**src/rtl/register_file_pkg.sv**
```systemverilog
// Shared types and default sizing for the multi-port register file.
package register_file_pkg;

    localparam int unsigned RF_DATA_WIDTH = 64;
    localparam int unsigned RF_ADDR_WIDTH = 5;

    typedef enum logic {
        RF_CLEAR = 1'b0,
        RF_IDLE  = 1'b1
    } rf_state_t;

endpackage

```
**src/rtl/register_file_mp_if.sv**
```systemverilog
// Decode-side bus of the register file: read addresses/data, one write port, clear request.
interface register_file_mp_if
    import register_file_pkg::*;
#(
    parameter int unsigned DATA_WIDTH = RF_DATA_WIDTH,
    parameter int unsigned ADDR_WIDTH = RF_ADDR_WIDTH,
    parameter int unsigned NUM_READ   = 2
);

    logic [NUM_READ-1:0][ADDR_WIDTH-1:0] readRegister;
    logic [NUM_READ-1:0][DATA_WIDTH-1:0] readData;
    logic [ADDR_WIDTH-1:0]               writeRegister;
    logic [DATA_WIDTH-1:0]               writeData;
    logic                                regWrite;
    logic                                clearReq;
    logic                                ready;

    modport master (
        output readRegister, writeRegister, writeData, regWrite, clearReq,
        input  readData, ready
    );

    modport slave (
        input  readRegister, writeRegister, writeData, regWrite, clearReq,
        output readData, ready
    );

endinterface

```
**src/rtl/register_file_read_port.sv**
```systemverilog
// One registered read port: zero-register masking, write-first bypass, output flop.
module register_file_read_port #(
    parameter int unsigned DATA_WIDTH = 64,
    parameter int unsigned ADDR_WIDTH = 5,
    parameter int unsigned ZERO_REG   = 1,
    parameter int unsigned BYPASS     = 1
) (
    input  logic                  clk,
    input  logic                  reset,
    input  logic                  idle,
    input  logic [ADDR_WIDTH-1:0] raddr,
    input  logic [DATA_WIDTH-1:0] mem_data,
    input  logic [ADDR_WIDTH-1:0] waddr,
    input  logic [DATA_WIDTH-1:0] wdata,
    input  logic                  wen,
    output logic [DATA_WIDTH-1:0] rdata
);

    logic                  zero_hit;
    logic                  byp_hit;
    logic [DATA_WIDTH-1:0] rd_next;

    // Bypass ignores clearReq on purpose: reads in the clear-request cycle still forward.
    always_comb begin
        zero_hit = (ZERO_REG != 0) && (raddr == '0);
        byp_hit  = (BYPASS != 0) && wen && (waddr == raddr);
        rd_next  = mem_data;
        if (!idle || zero_hit) begin
            rd_next = '0;
        end else if (byp_hit) begin
            rd_next = wdata;
        end
    end

    always_ff @(posedge clk or posedge reset) begin
        if (reset) begin
            rdata <= '0;
        end else begin
            rdata <= rd_next;
        end
    end

endmodule

```
**src/rtl/register_file_mp.sv**
```systemverilog
// Multi-port register file with a clear engine that zeroes every entry after reset or on request.
module register_file_mp
    import register_file_pkg::*;
#(
    parameter int unsigned DATA_WIDTH = RF_DATA_WIDTH,
    parameter int unsigned ADDR_WIDTH = RF_ADDR_WIDTH,
    parameter int unsigned NUM_READ   = 2,
    parameter int unsigned ZERO_REG   = 1,
    parameter int unsigned BYPASS     = 1
) (
    input  logic               clk,
    input  logic               reset,
    register_file_mp_if.slave  bus
);

    localparam int unsigned DEPTH = 2 ** ADDR_WIDTH;

    rf_state_t             state;
    rf_state_t             state_next;
    logic [ADDR_WIDTH-1:0] clr_idx;
    logic                  clr_last;
    logic                  clr_en;
    logic                  idle;
    logic                  wr_en;
    logic [DATA_WIDTH-1:0] mem [DEPTH];
    logic [DATA_WIDTH-1:0] rd [NUM_READ];

    assign clr_last = (clr_idx == ADDR_WIDTH'(DEPTH - 1));

    always_ff @(posedge clk or posedge reset) begin
        if (reset) begin
            state <= RF_CLEAR;
        end else begin
            state <= state_next;
        end
    end

    always_comb begin
        state_next = state;
        case (state)
            RF_CLEAR: if (clr_last)     state_next = RF_IDLE;
            RF_IDLE:  if (bus.clearReq) state_next = RF_CLEAR;
            default:                    state_next = RF_CLEAR;
        endcase
    end

    always_comb begin
        idle   = 1'b0;
        clr_en = 1'b0;
        case (state)
            RF_CLEAR: clr_en = 1'b1;
            RF_IDLE:  idle   = 1'b1;
            default:  clr_en = 1'b1;
        endcase
    end

    assign bus.ready = idle;

    // Counter wraps to zero on the final clear edge, so a later clearReq starts from entry 0.
    always_ff @(posedge clk or posedge reset) begin
        if (reset) begin
            clr_idx <= '0;
        end else if (clr_en) begin
            clr_idx <= clr_idx + ADDR_WIDTH'(1);
        end else if (bus.clearReq) begin
            clr_idx <= '0;
        end
    end

    assign wr_en = idle && bus.regWrite && !bus.clearReq &&
                   !((ZERO_REG != 0) && (bus.writeRegister == '0));

    always_ff @(posedge clk) begin
        if (clr_en) begin
            mem[clr_idx] <= '0;
        end else if (wr_en) begin
            mem[bus.writeRegister] <= bus.writeData;
        end
    end

    for (genvar i = 0; i < NUM_READ; i++) begin : g_rd
        register_file_read_port #(
            .DATA_WIDTH (DATA_WIDTH),
            .ADDR_WIDTH (ADDR_WIDTH),
            .ZERO_REG   (ZERO_REG),
            .BYPASS     (BYPASS)
        ) u_read_port (
            .clk      (clk),
            .reset    (reset),
            .idle     (idle),
            .raddr    (bus.readRegister[i]),
            .mem_data (mem[bus.readRegister[i]]),
            .waddr    (bus.writeRegister),
            .wdata    (bus.writeData),
            .wen      (bus.regWrite),
            .rdata    (rd[i])
        );
    end

    always_comb begin
        for (int i = 0; i < NUM_READ; i++) begin
            bus.readData[i] = rd[i];
        end
    end

endmodule

```
**src/flat_wrapper.sv**
```systemverilog
// flat-port wrapper written by rule: the top's interface ports become plain ports
module register_file_mp_flat import register_file_pkg::*;
#(
    parameter int unsigned DATA_WIDTH = RF_DATA_WIDTH,
    parameter int unsigned ADDR_WIDTH = RF_ADDR_WIDTH,
    parameter int unsigned NUM_READ   = 2,
    parameter int unsigned ZERO_REG   = 1,
    parameter int unsigned BYPASS     = 1
)
  (clk, reset, bus_readRegister, bus_writeRegister, bus_writeData, bus_regWrite, bus_clearReq, bus_readData, bus_ready);
  register_file_mp_if #(.DATA_WIDTH(DATA_WIDTH), .ADDR_WIDTH(ADDR_WIDTH), .NUM_READ(NUM_READ)) bus_i ();
  input  logic clk;
  input  logic reset;
  input wire logic [$bits(bus_i.readRegister)-1:0] bus_readRegister;
  input wire logic [$bits(bus_i.writeRegister)-1:0] bus_writeRegister;
  input wire logic [$bits(bus_i.writeData)-1:0] bus_writeData;
  input wire logic [$bits(bus_i.regWrite)-1:0] bus_regWrite;
  input wire logic [$bits(bus_i.clearReq)-1:0] bus_clearReq;
  output wire logic [$bits(bus_i.readData)-1:0] bus_readData;
  output wire logic [$bits(bus_i.ready)-1:0] bus_ready;
  assign bus_i.readRegister = bus_readRegister;
  assign bus_i.writeRegister = bus_writeRegister;
  assign bus_i.writeData = bus_writeData;
  assign bus_i.regWrite = bus_regWrite;
  assign bus_i.clearReq = bus_clearReq;
  assign bus_readData = bus_i.readData;
  assign bus_ready = bus_i.ready;
  register_file_mp #(.DATA_WIDTH(DATA_WIDTH), .ADDR_WIDTH(ADDR_WIDTH), .NUM_READ(NUM_READ), .ZERO_REG(ZERO_REG), .BYPASS(BYPASS)) u_core (.clk(clk), .reset(reset), .bus(bus_i));
endmodule
```
**config.mk**
```make
export PLATFORM = sky130hd
export DESIGN_NAME = register_file_mp_flat
export DESIGN_NICKNAME = d
export VERILOG_FILES = /design/src/rtl/register_file_pkg.sv /design/src/rtl/register_file_mp_if.sv /design/src/rtl/register_file_read_port.sv /design/src/rtl/register_file_mp.sv /design/src/flat_wrapper.sv
export SDC_FILE = /design/constraint.sdc
export NUM_CORES = 2
export LEC_CHECK = 0
export CAP_MARGIN = 40
export CORE_ASPECT_RATIO = 0.75
export CORE_UTILIZATION = 45
export DETAILED_ROUTE_END_ITERATION = 8
export GPL_TIMING_DRIVEN = 0
export PLACE_DENSITY = 0.64
export RECOVER_POWER = 50
export SLEW_MARGIN = 20
export SYNTH_ARGS = -nofsm -noshare
export SYNTH_HDL_FRONTEND = slang
export SYNTH_SLANG_ARGS = --single-unit
```
**constraint.sdc**
```tcl
create_clock -name clk -period 12.25 [get_ports clk]
set_input_delay 1.8375 -clock clk [delete_from_list [all_inputs] [get_ports clk]]
set_output_delay 1.8375 -clock clk [all_outputs]
set_load 0.02 [all_outputs]
```
==> reports/results.ini <==
[place]
gp_congestion = 0.873
io_buffers = 202
hpwl_microns = 236000
place_ws_ns = 6.01

[yosys]
muxShareOfSynthArea_pct = 27.5
synth_compound_area_share_pct = 3.15
synth_fa_ha_area_share_pct = 0.0251
synth_cell_types = 49
syn_nets = 4928
synth_edf_count = 2048
synth_top_family_by_area = multiplexers
ys_seq_elements = 2182
synthFlopType = edfxtp_1
yosysSeqAreaShare_pct = 65.0
avgSynthCellArea_sq_um = 20.6
synthesis.instances = 4843
ys_warn_count = 0
synth_xor_area_share_pct = 0.105
synthesis.area_sq_um = 99800
ys_async_sr_fraction_pct = 6.14
synth-simple-area-share_pct = 2.30

[setup_path]
start_kind = input port
critical_path_class = input port to register
worstSetupEndpointType = register
crit_arrival_ns = 8.61
required_ns = 12.73
crit_fanout = 16

[grt]
grt_pass1_vias = 57523
grt_pass1_wl_microns = 444000
grt_max_degree = 69
grtUsageTotal_pct = 28.4
antenna_found_initial = 12
grt-ovfl-total = 0

[floorplan]
die-area_sq_um = 224000
start_util_pct = 45.3
fp.dieH_microns = 410
rows = 149
core_sq_um = 220000
die-width_microns = 546
ios = 212

[pwr]
pwr_density_cell_nw_per_um2 = 167
p_comb_share_pct = 17.0
p_leak_nw = 38.1
switchingPower_mw = 5.18
peakVddDrop_v = 0.000114
p_int_mw = 14.2
seqPwrFrac_pct = 48.1
finalPower_mw = 19.4
clock_power_share_pct = 34.9
switching_share_pct = 26.7

[timing]
rsz0062_at_grt = no
fin_crit_ns = 8.14
finClkSkew_ns = 0.0864
tns_ns = 0
finalHoldViolations = 0
drv_slew = 504
finalSetupViolCount = 0
hold_slack_ns = 0.584
clock.fmax_mhz = 123
fin_ws_ns = 4.11
finalCritPeriodShare_pct = 66.4
maxSlewHeadroom_pct = -120
tightest_slew_ns = 3.28

[clock_tree]
cts_buffers = 222
post-cts-setup-buffer-count = 0
cts_resized = 0
cts_tree = built
cts_sinks = 2182
cts.path.max_buffers = 4
clk_pin_slew_ns = 0.07
holdBufCountCts = 0
clkLatencyLatePin_ns = 0.90
htreeDepth = 4
root_buffer = clkbuf_16

[detailed_routing]
vias = 57768
drtPass1Iterations = 8
drtIter0Drc = 8411
vias_per_cell = 6.64
antenna_left = 0
wl_per_cell_microns = 36.7
routed_wl_microns = 319000
drc_errors = 24

[final_layout]
drive_above_1_share_pct = 34.5
fin_nets = 5640
area_growth_pct = 16.6

[outcome]
violations = DRC, capacitance limit, slew limit
status = finished, violations left

[run]
drv_cap = 32

[worst_hold_path]
min_path_type = register to register

## Yosys cell counts, types with 9 or more instances
cell type	count	share of area, %
mux2i_1	38	0.38
o22ai_1	123	0.77
dfrtp_1	134	3.4
buf_2	94	0.47
o311ai_1	27	0.24
buf_6	41	0.46
mux2_2	245	2.8
o21ai_0	9	0.045
nand2_1	152	0.57
o311ai_0	32	0.28
a211oi_1	63	0.47
nor2b_1	63	0.39
nor2_1	108	0.41
a32o_1	61	0.61
clkbuf_1	223	0.84
inv_1	9	0.034
nand2b_1	62	0.39
a221oi_1	12	0.11
buf_1	31	0.12
o31ai_1	63	0.47
mux4_2	1079	24
and2_1	64	0.40
edfxtp_1	2048	62
## per-layer routing
| metal | routed length [microns] | global-route usage (%) |
|---|---|---|
| met1 | 127000 | 40.8 |
| met2 | 141000 | 41.9 |
| met3 | 36500 | 7.05 |
| met4 | 14100 | 11.0 |
| met5 | 183 | 0 |
## kinds of logic (layout without fill, tap and decap cells)
| kind of cell | Yosys count | count (layout) |
|---|---|---|
| flops | 2182 | 2182 |
| mux | 1362 | 1362 |
| simple gates | 468 | 468 |
| compound gates | 412 | 412 |
| buf+inv | 405 | 1297 |
| xor+xnor | 12 | 12 |
| fa+ha+maj | 2 | 2 |
| other cells | 0 | 20 |
## layout make-up
class	count	area, sq um
antenna	20	50.0
buffer	396	1960
clock buffer	279	5900
clock inverter	125	1200
fill	17051	104000
inverter	9	35.0
multi-input combinational	2256	33100
sequential	2182	64900
tap	2944	3680
timing repair buffer	488	5640
## placed cells by master, fill, tap and decap left out, drive strengths merged, types with 108 or more instances in the layout
cell         netlist  final
edfxtp          2048   2048
mux4            1079   1079
clkbuf           223    609
buf              173    352
mux2             245    245
nand2            152    152
dfrtp            134    134
dlygate4sd3        0    132
o22ai            123    123
nor2             108    108
## through the flow
stage | std cells | utilization, % | cell area, sq um
2_1_floorplan | 4843 | - | 99800
3_3_place_gp | 7989 | 47.9 | 106000
3_5_place_dp | 8249 | 50.2 | 111000
4_1_cts | 8653 | 53.5 | 118000
5_1_grt | 8692 | 52.9 | 116000
6_report | 8699 | 52.9 | 116000
## state kept, by name, summed over array words and instances, names as in the netlist
| register | cells |
|---|---|
| u_core.clr_idx | 5 |
| u_core.g_rd.u_read_port.rdata | 128 |
| u_core.mem | 2048 |
| u_core.state | 1 |
## worst max-delay path, stage by stage
cell	delay, ns
dlygate4sd3_1	0.64
and3b_1	0.24
clkbuf_1	0.27
a21boi_0	1.05
mux2_1	0.36
nand2_1	0.11
nor2_1	1.08
clkbuf_1	1.01
clkbuf_1	1.02
clkbuf_1	0.95
## power groups by stage
stage          Clock [mW]  Sequential (mW)  Combinational, mW
2_1_floorplan           0             9.51               1.76
3_3_place_gp            0             9.64               2.96
3_5_place_dp            0             9.46               3.48
4_1_cts              6.84             9.31               3.49
5_1_grt              7.10             9.41               3.40
6_report             6.78             9.34               3.30
## path summary, 6_finish.rpt
kind	startpoint	to	slack, ns	cells after the start
min in group asynchronous	reset	u_core.g_rd[1].u_read_port.rdata[29]	2.37	2
worst min register to register	u_core.clr_idx[0]	u_core.clr_idx[0]	0.58	1
worst max register to register	u_core.state	u_core.mem[1][21]	5.19	9
max in group asynchronous	reset	u_core.g_rd[0].u_read_port.rdata[5]	8.33	3
worst min-delay path	u_core.clr_idx[0]	u_core.clr_idx[0]	0.58	1
worst max-delay path	bus_clearReq	u_core.mem[1][21]	4.11	10
Note: power is estimated with default switching activity, not from simulation.
